## config.mk

```make
export PLATFORM = sky130hd
export DESIGN_NAME = execute_divide_iter
export DESIGN_NICKNAME = d
export VERILOG_FILES = /design/src/rtl/execute_divide_iter.sv
export SDC_FILE = /design/constraint.sdc
export NUM_CORES = 1
export LEC_CHECK = 0
export ABC_AREA = 1
export CAP_MARGIN = 40
export CORE_MARGIN = 2
export CORE_UTILIZATION = 55
export DETAILED_ROUTE_END_ITERATION = 16
export DONT_BUFFER_PORTS = 1
export PLACE_DENSITY = 0.7
export SYNTH_ARGS = -nofsm -noshare
export SYNTH_HDL_FRONTEND = slang
export SYNTH_SLANG_ARGS = --single-unit
```

## constraint.sdc

```tcl
create_clock -name clk -period 6.6 [get_ports clk]
set_clock_uncertainty 0.2 [all_clocks]
set_input_delay 1.32 -clock clk [delete_from_list [all_inputs] [get_ports clk]]
set_output_delay 1.32 -clock clk [all_outputs]
set_load 0.005 [all_outputs]
```

## src/rtl/execute_divide_iter.sv

```systemverilog
// Purpose : iterative restoring divider for DIV / IDIV / AAM at 8/16/32-bit operand size.
// Latency : DONE on cycle N+2 after start (N/2+2 with DIV_RADIX4_EN), next cycle on a #DE precheck.
// Backpr. : div_busy stays high until the single DONE cycle; the execute stage stalls on it.
//
// Ports   : clk, rst_n (sync, active-low), exe_reset (flush), exe_cmd, operand size flags,
//           src (divisor), eax/edx (dividend low/high) -> div_busy, div_quotient,
//           div_remainder, exe_div_exception (all results valid in the DONE cycle).
// Option  : define DIV_RADIX4_EN to retire two quotient bits per DIVIDE cycle.

`ifndef CMD_DIV
`define CMD_DIV  7'd40
`endif
`ifndef CMD_IDIV
`define CMD_IDIV 7'd41
`endif
`ifndef CMD_AAM
`define CMD_AAM  7'd42
`endif

module execute_divide_iter (
   input  logic        clk,
   input  logic        rst_n,
   input  logic        exe_reset,
   input  logic [6:0]  exe_cmd,
   input  logic        exe_is_8bit,
   input  logic        exe_operand_16bit,
   input  logic        exe_operand_32bit,
   input  logic [31:0] src,
   input  logic [31:0] eax,
   input  logic [31:0] edx,
   output logic        div_busy,
   output logic [31:0] div_quotient,
   output logic [31:0] div_remainder,
   output logic        exe_div_exception
);

   typedef enum logic [1:0] {IDLE, DIVIDE, FIXUP, DONE} state_t;

   localparam logic [1:0] SZ8  = 2'd0;
   localparam logic [1:0] SZ16 = 2'd1;
   localparam logic [1:0] SZ32 = 2'd2;

`ifdef DIV_RADIX4_EN
   localparam logic [5:0] STEP = 6'd2;
`else
   localparam logic [5:0] STEP = 6'd1;
`endif

   state_t      state, state_nxt;

   // operand decode (IDLE)
   logic        is_aam, is_idiv, start;
   logic [1:0]  size_in;
   logic [63:0] dvd_raw, dvd_mag;
   logic [31:0] dvs_raw, dvs_mag, hi_in, lo_in;
   logic        sgn_a_in, sgn_b_in, pre_exc;

   // iteration state
   logic [31:0] rem_q, lo_q, quo_q, dvs_q;
   logic [5:0]  cnt_q;
   logic [1:0]  size_q;
   logic        idiv_q, sgn_a_q, sgn_b_q;
   logic [31:0] rem_nxt, lo_nxt, quo_nxt;

   // sign / range fixup
   logic [31:0] mask, half, q_mag, r_mag, q_fix, r_fix;
   logic        q_neg, range_exc;

   // One restoring step: shift the next dividend bit into the partial remainder and
   // subtract the divisor when it fits. Returns {quotient_bit, new_remainder}.
   // The remainder stays below the divisor, so 32 bits hold it between steps.
   function automatic logic [32:0] rstep(input logic [31:0] r, input logic in_bit,
                                         input logic [31:0] d);
      logic [32:0] sh;
      logic        qb;
      sh    = {r, in_bit};
      qb    = (sh >= {1'b0, d});
      rstep = {qb, qb ? (sh[31:0] - d) : sh[31:0]};
   endfunction

   // ---------------- operand decode ----------------
   always_comb begin
      is_aam  = (exe_cmd == `CMD_AAM);
      is_idiv = (exe_cmd == `CMD_IDIV);
      start   = is_aam | is_idiv | (exe_cmd == `CMD_DIV);

      if (is_aam) begin
         size_in  = SZ8;
         dvd_raw  = {56'd0, eax[7:0]};
         dvs_raw  = {24'd0, src[7:0]};
         sgn_a_in = 1'b0;
         sgn_b_in = 1'b0;
      end else if (exe_is_8bit) begin
         size_in  = SZ8;
         dvd_raw  = is_idiv ? {{48{eax[15]}}, eax[15:0]} : {48'd0, eax[15:0]};
         dvs_raw  = is_idiv ? {{24{src[7]}}, src[7:0]}   : {24'd0, src[7:0]};
         sgn_a_in = is_idiv & eax[15];
         sgn_b_in = is_idiv & src[7];
      end else if (exe_operand_32bit && !exe_operand_16bit) begin
         size_in  = SZ32;
         dvd_raw  = {edx, eax};
         dvs_raw  = src;
         sgn_a_in = is_idiv & edx[31];
         sgn_b_in = is_idiv & src[31];
      end else begin
         size_in  = SZ16;
         dvd_raw  = is_idiv ? {{32{edx[15]}}, edx[15:0], eax[15:0]}
                            : {32'd0, edx[15:0], eax[15:0]};
         dvs_raw  = is_idiv ? {{16{src[15]}}, src[15:0]} : {16'd0, src[15:0]};
         sgn_a_in = is_idiv & edx[15];
         sgn_b_in = is_idiv & src[15];
      end

      dvd_mag = sgn_a_in ? (64'd0 - dvd_raw) : dvd_raw;
      dvs_mag = sgn_b_in ? (32'd0 - dvs_raw) : dvs_raw;

      // Low half is left-aligned so the next dividend bit is always lo_q[31].
      case (size_in)
         SZ8: begin
            hi_in = {24'd0, dvd_mag[15:8]};
            lo_in = {dvd_mag[7:0], 24'd0};
         end
         SZ16: begin
            hi_in = {16'd0, dvd_mag[31:16]};
            lo_in = {dvd_mag[15:0], 16'd0};
         end
         default: begin
            hi_in = dvd_mag[63:32];
            lo_in = dvd_mag[31:0];
         end
      endcase

      // High half >= divisor means the quotient cannot fit in N bits; for IDIV this
      // is only the magnitude precheck, the exact signed limit is checked in FIXUP.
      pre_exc = (dvs_mag == 32'd0) | (hi_in >= dvs_mag);
   end

   // ---------------- iteration datapath ----------------
   always_comb begin
      logic [32:0] s1;
`ifdef DIV_RADIX4_EN
      logic [32:0] s2;
      s1      = rstep(rem_q, lo_q[31], dvs_q);
      s2      = rstep(s1[31:0], lo_q[30], dvs_q);
      rem_nxt = s2[31:0];
      lo_nxt  = {lo_q[29:0], 2'b00};
      quo_nxt = {quo_q[29:0], s1[32], s2[32]};
`else
      s1      = rstep(rem_q, lo_q[31], dvs_q);
      rem_nxt = s1[31:0];
      lo_nxt  = {lo_q[30:0], 1'b0};
      quo_nxt = {quo_q[30:0], s1[32]};
`endif
   end

   // ---------------- sign fixup and signed range check ----------------
   always_comb begin
      case (size_q)
         SZ8:     begin mask = 32'h0000_00FF; half = 32'h0000_0080; end
         SZ16:    begin mask = 32'h0000_FFFF; half = 32'h0000_8000; end
         default: begin mask = 32'hFFFF_FFFF; half = 32'h8000_0000; end
      endcase
      q_mag     = quo_q & mask;
      r_mag     = rem_q & mask;
      q_neg     = idiv_q & (sgn_a_q ^ sgn_b_q);
      q_fix     = (q_neg ? (32'd0 - q_mag) : q_mag) & mask;
      r_fix     = ((idiv_q & sgn_a_q) ? (32'd0 - r_mag) : r_mag) & mask;
      range_exc = idiv_q & (q_neg ? (q_mag > half) : (q_mag >= half));
   end

   // ---------------- FSM: state register ----------------
   always_ff @(posedge clk) begin
      if (!rst_n) state <= IDLE;
      else        state <= state_nxt;
   end

   // ---------------- FSM: next state ----------------
   always_comb begin
      state_nxt = state;
      case (state)
         IDLE:    if (start) state_nxt = pre_exc ? DONE : DIVIDE;
         DIVIDE:  if (cnt_q == STEP) state_nxt = FIXUP;
         FIXUP:   state_nxt = DONE;
         default: state_nxt = IDLE;
      endcase
      if (exe_reset) state_nxt = IDLE;
   end

   // ---------------- FSM: outputs ----------------
   always_comb begin
      div_busy = (state != DONE);
   end

   // ---------------- datapath / result registers ----------------
   always_ff @(posedge clk) begin
      if (!rst_n) begin
         rem_q             <= 32'd0;
         lo_q              <= 32'd0;
         quo_q             <= 32'd0;
         dvs_q             <= 32'd0;
         cnt_q             <= 6'd0;
         size_q            <= SZ8;
         idiv_q            <= 1'b0;
         sgn_a_q           <= 1'b0;
         sgn_b_q           <= 1'b0;
         div_quotient      <= 32'd0;
         div_remainder     <= 32'd0;
         exe_div_exception <= 1'b0;
      end else if (exe_reset) begin
         exe_div_exception <= 1'b0;
      end else begin
         case (state)
            IDLE: if (start) begin
               rem_q             <= hi_in;
               lo_q              <= lo_in;
               quo_q             <= 32'd0;
               dvs_q             <= dvs_mag;
               size_q            <= size_in;
               idiv_q            <= is_idiv;
               sgn_a_q           <= sgn_a_in;
               sgn_b_q           <= sgn_b_in;
               cnt_q             <= (size_in == SZ8) ? 6'd8 : (size_in == SZ16) ? 6'd16 : 6'd32;
               exe_div_exception <= pre_exc;
            end
            DIVIDE: begin
               rem_q <= rem_nxt;
               lo_q  <= lo_nxt;
               quo_q <= quo_nxt;
               cnt_q <= cnt_q - STEP;
            end
            FIXUP: begin
               div_quotient      <= q_fix;
               div_remainder     <= r_fix;
               exe_div_exception <= range_exc;
            end
            default: ;
         endcase
      end
   end

endmodule

```

==> flow_summary.json <==
{
  "status": "complete, no violations",
  "end_kind": "flop",
  "clock_latency_ps": 520,
  "grt_pass1_wl_um": 88750,
  "peakVddDrop_mv": 0.1567,
  "yosys.area.top_type": "dfxtp_1",
  "cts_buffer_depth": 3,
  "clk_pin_slew_ps": 60,
  "final_antenna_net_count": 0,
  "initial_core_util_pct": 55.90,
  "critPathTopFamily": "simple AND/OR/NAND/NOR gates",
  "required_ps": 6860,
  "antenna_found_initial": 1,
  "synth_enable_flop_cells": 0,
  "finalSetupViolCount": 0,
  "arrival_ps": 5530,
  "instances_no_fill": 3141,
  "detail_route.wl_per_cell_um": 17.93,
  "rsz0062_at_grt": "no",
  "drtPass1Iterations": 9,
  "syn2layout_area_growth_pct": 5.144,
  "dp_hpwl_um": 43800,
  "hold_buffers": 0,
  "timing.fmax_mhz": 189.5,
  "critPathKind": "input pin to flop",
  "nets": 2918,
  "overflow": 0,
  "syn_inst": 2795,
  "post_cts_buffers": 0,
  "grt_max_degree": 90,
  "drive_above_1_share_pct": 6.487,
  "tns_ps": 0,
  "ys_seq_area_share_pct": 24.12,
  "die-area_um2": 32520,
  "regToRegSetupSlack_ps": 2450,
  "leakage_uw": 0.008324,
  "drcViolationCount": 0,
  "gp_congestion": 1.012,
  "hold_end": "lo_q[8]$_SDFFE_PN0P_",
  "worstReg2RegStart": "rem_q[1]$_SDFFE_PN0P_",
  "ys_top_cells_by_area": "dfxtp_1 24%, nand2_1 16%, a21oi_1 7.7%",
  "min_path_cells": 2,
  "r2r_end": "rem_q[26]$_SDFFE_PN0P_",
  "die_h_um": 180.3,
  "syn_avg_cell_area_um2": 6.118,
  "cap_violations": 0,
  "ys_ff_latch": 206,
  "final_common_cell": "nand2_1",
  "worstMarginPinSlew_ps": 747.6,
  "most-common-layout-cells": "733 x nand2_1, 338 x inv_1, 268 x nor2_1, 263 x a21oi_1, 206 x dfxtp_1",
  "yosys_warnings": 0,
  "hp-class": "flop to flop",
  "async_flop_share_pct": 0,
  "coreArea_um2": 30590,
  "cts_tree": "built",
  "h-tree-depth": 1,
  "hold_viol": 0,
  "reg2regPathDepth": 21,
  "final-max-slew-violation-count": 0,
  "synth_ff_type": "dfxtp_1",
  "root_buffer": "clkbuf_16",
  "path_buf_inv": 3,
  "place_inst": 3104,
  "min_from": "lo_q[8]$_SDFFE_PN0P_",
  "post-route-period-util_pct": 79.95,
  "path_common_cell": "nand2_1",
  "ctsResizeCount": 0,
  "worstPathMaxFanout": 39,
  "vias": 18190,
  "die_w_um": 180.3,
  "slowest_delay_ps": 350,
  "rows": 64,
  "syn_area_um2": 17100,
  "critPathLaunchType": "input pin",
  "power_density_nw_per_um2": 175.8,
  "synth_fp_nets": 2981,
  "nFillCells": 3147,
  "grt_pass1_vias": 16650,
  "netlist.area_leader.share_pct": 24.12,
  "io_pins": 175,
  "place.port_buffers": 0,
  "ys_types": 67,
  "vias_per_cell": 5.792,
  "cts_made_buffers": 22,
  "drt-initial-drc-count": 2033,
  "crit_path_top_delay_cell": "nor4b_1",
  "cts.sinks": 206,
  "slew_headroom_pct": 50.16,
  "routed_wl_um": 56330,
  "period_needed_ps": 5277,
  "grt_usage_pct": 33.31
}
-- worst reg2reg max path, cell delays in order (launching register included) --
cell and delay (ps):
dfxtp_1 380, ha_1 390, nand2_1 80, o21ai_1 200, nand2_1 80, nand3b_1 160
nand2_1 70, nand2_1 100, nand2_1 60, nand2_1 140, nand3_1 90, nand2_1 150
nand3_1 90, nand2_1 130, nand2_1 70, nand2_1 300, buf_4 460, nand2_1 150
o211ai_1 90, o21ai_0 290, a21oi_1 210, nor2_1 90
-- power breakdown --
part / switching (uW) / internal [uW]
Sequential: 5.57 / 1250
Clock: 511 / 653
Combinational: 519 / 222
-- stage by stage --
stage / hold WS [ps] / power (uW) / setup WS (ps) / util (%) / area, um^2
final: 271.0 / 3160 / 1323 / 58.77 / 17980
after global routing: 284.9 / 3298 / 860.3 / 58.77 / 17980
after CTS: 272.3 / 3152 / 1412 / 58.77 / 17980
after detailed placement: 259.9 / 2003 / 889.2 / 56.63 / 17320
after global placement: 249.9 / 1992 / 961.8 / 56.48 / 17280
after floorplan: 236.8 / 1823 / 1819 / - / 17100
-- kinds of logic after synthesis --
group | synth area share [%]
AOI/OAI and AO/OA | 22.20
adders and majority gates | 5.678
muxes | 0.1902
and+or+nand+nor | 32.11
buffers and inverters | 10.99
xor gates and xnor gates | 4.712
DFF | 24.12
-- cells in the mapped netlist (8+ instances only) --
library cell	count
a21oi_1	263
a221oi_1	9
a31oi_1	28
buf_1	9
buf_2	18
clkbuf_1	75
dfxtp_1	206
ha_1	76
inv_1	339
inv_2	19
nand2_1	734
nand2_2	14
nand2_4	8
nand3_1	113
nand3b_1	10
nand4_1	32
nor2_1	270
nor2_2	17
nor2_4	10
nor3_1	30
o211ai_1	45
o21a_1	11
o21ai_0	198
o21ai_1	22
o221ai_1	15
o22ai_1	17
or2_2	20
xnor2_1	29
xor2_1	63
-- sequential cells by signal, summed over array words and instances, names as in the netlist, 2 cells and up --
signal         count
dvs_q             32
state              2
size_q             2
quo_q             32
div_remainder     32
div_quotient      32
lo_q              32
cnt_q              6
rem_q             32
-- final cells by class --
type,count,area (um^2),share of cell area (%)
flip-flops and latches,206,4124,22.94
diodes,1,2.502,0.01392
clock buffers,29,576.8,3.208
inverters,364,1371,7.628
clock inverters,7,76.32,0.4245
repair buffers,26,219.0,1.218
multi-input cells,2112,11110,61.81
well taps,396,495.5,2.756
-- how the worst max path moves through the flow --
stage                            from                    end  slack, ps  depth (start not counted)
final                     exe_is_8bit  state[1]$_SDFFE_PP0P_       1320                         27
after global routing      exe_is_8bit  state[1]$_SDFFE_PP0P_        860                         27
after CTS                 exe_is_8bit  state[1]$_SDFFE_PP0P_       1410                         27
after detailed placement  exe_is_8bit  state[1]$_SDFFE_PP0P_        890                         27
after global placement    exe_is_8bit  state[1]$_SDFFE_PP0P_        960                         31
after floorplan            exe_cmd[4]  state[1]$_SDFFE_PP0P_       1820                         33
-- metal layers --
layer,routed length [um],share of wire [%],global-route usage (%)
met2,24370,43,52.35
met1,25280,45,46.99
met4,1306,2.3,8.774
met5,0,0,0
met3,5362,9.5,5.982
(Power assumes the default switching activity.)
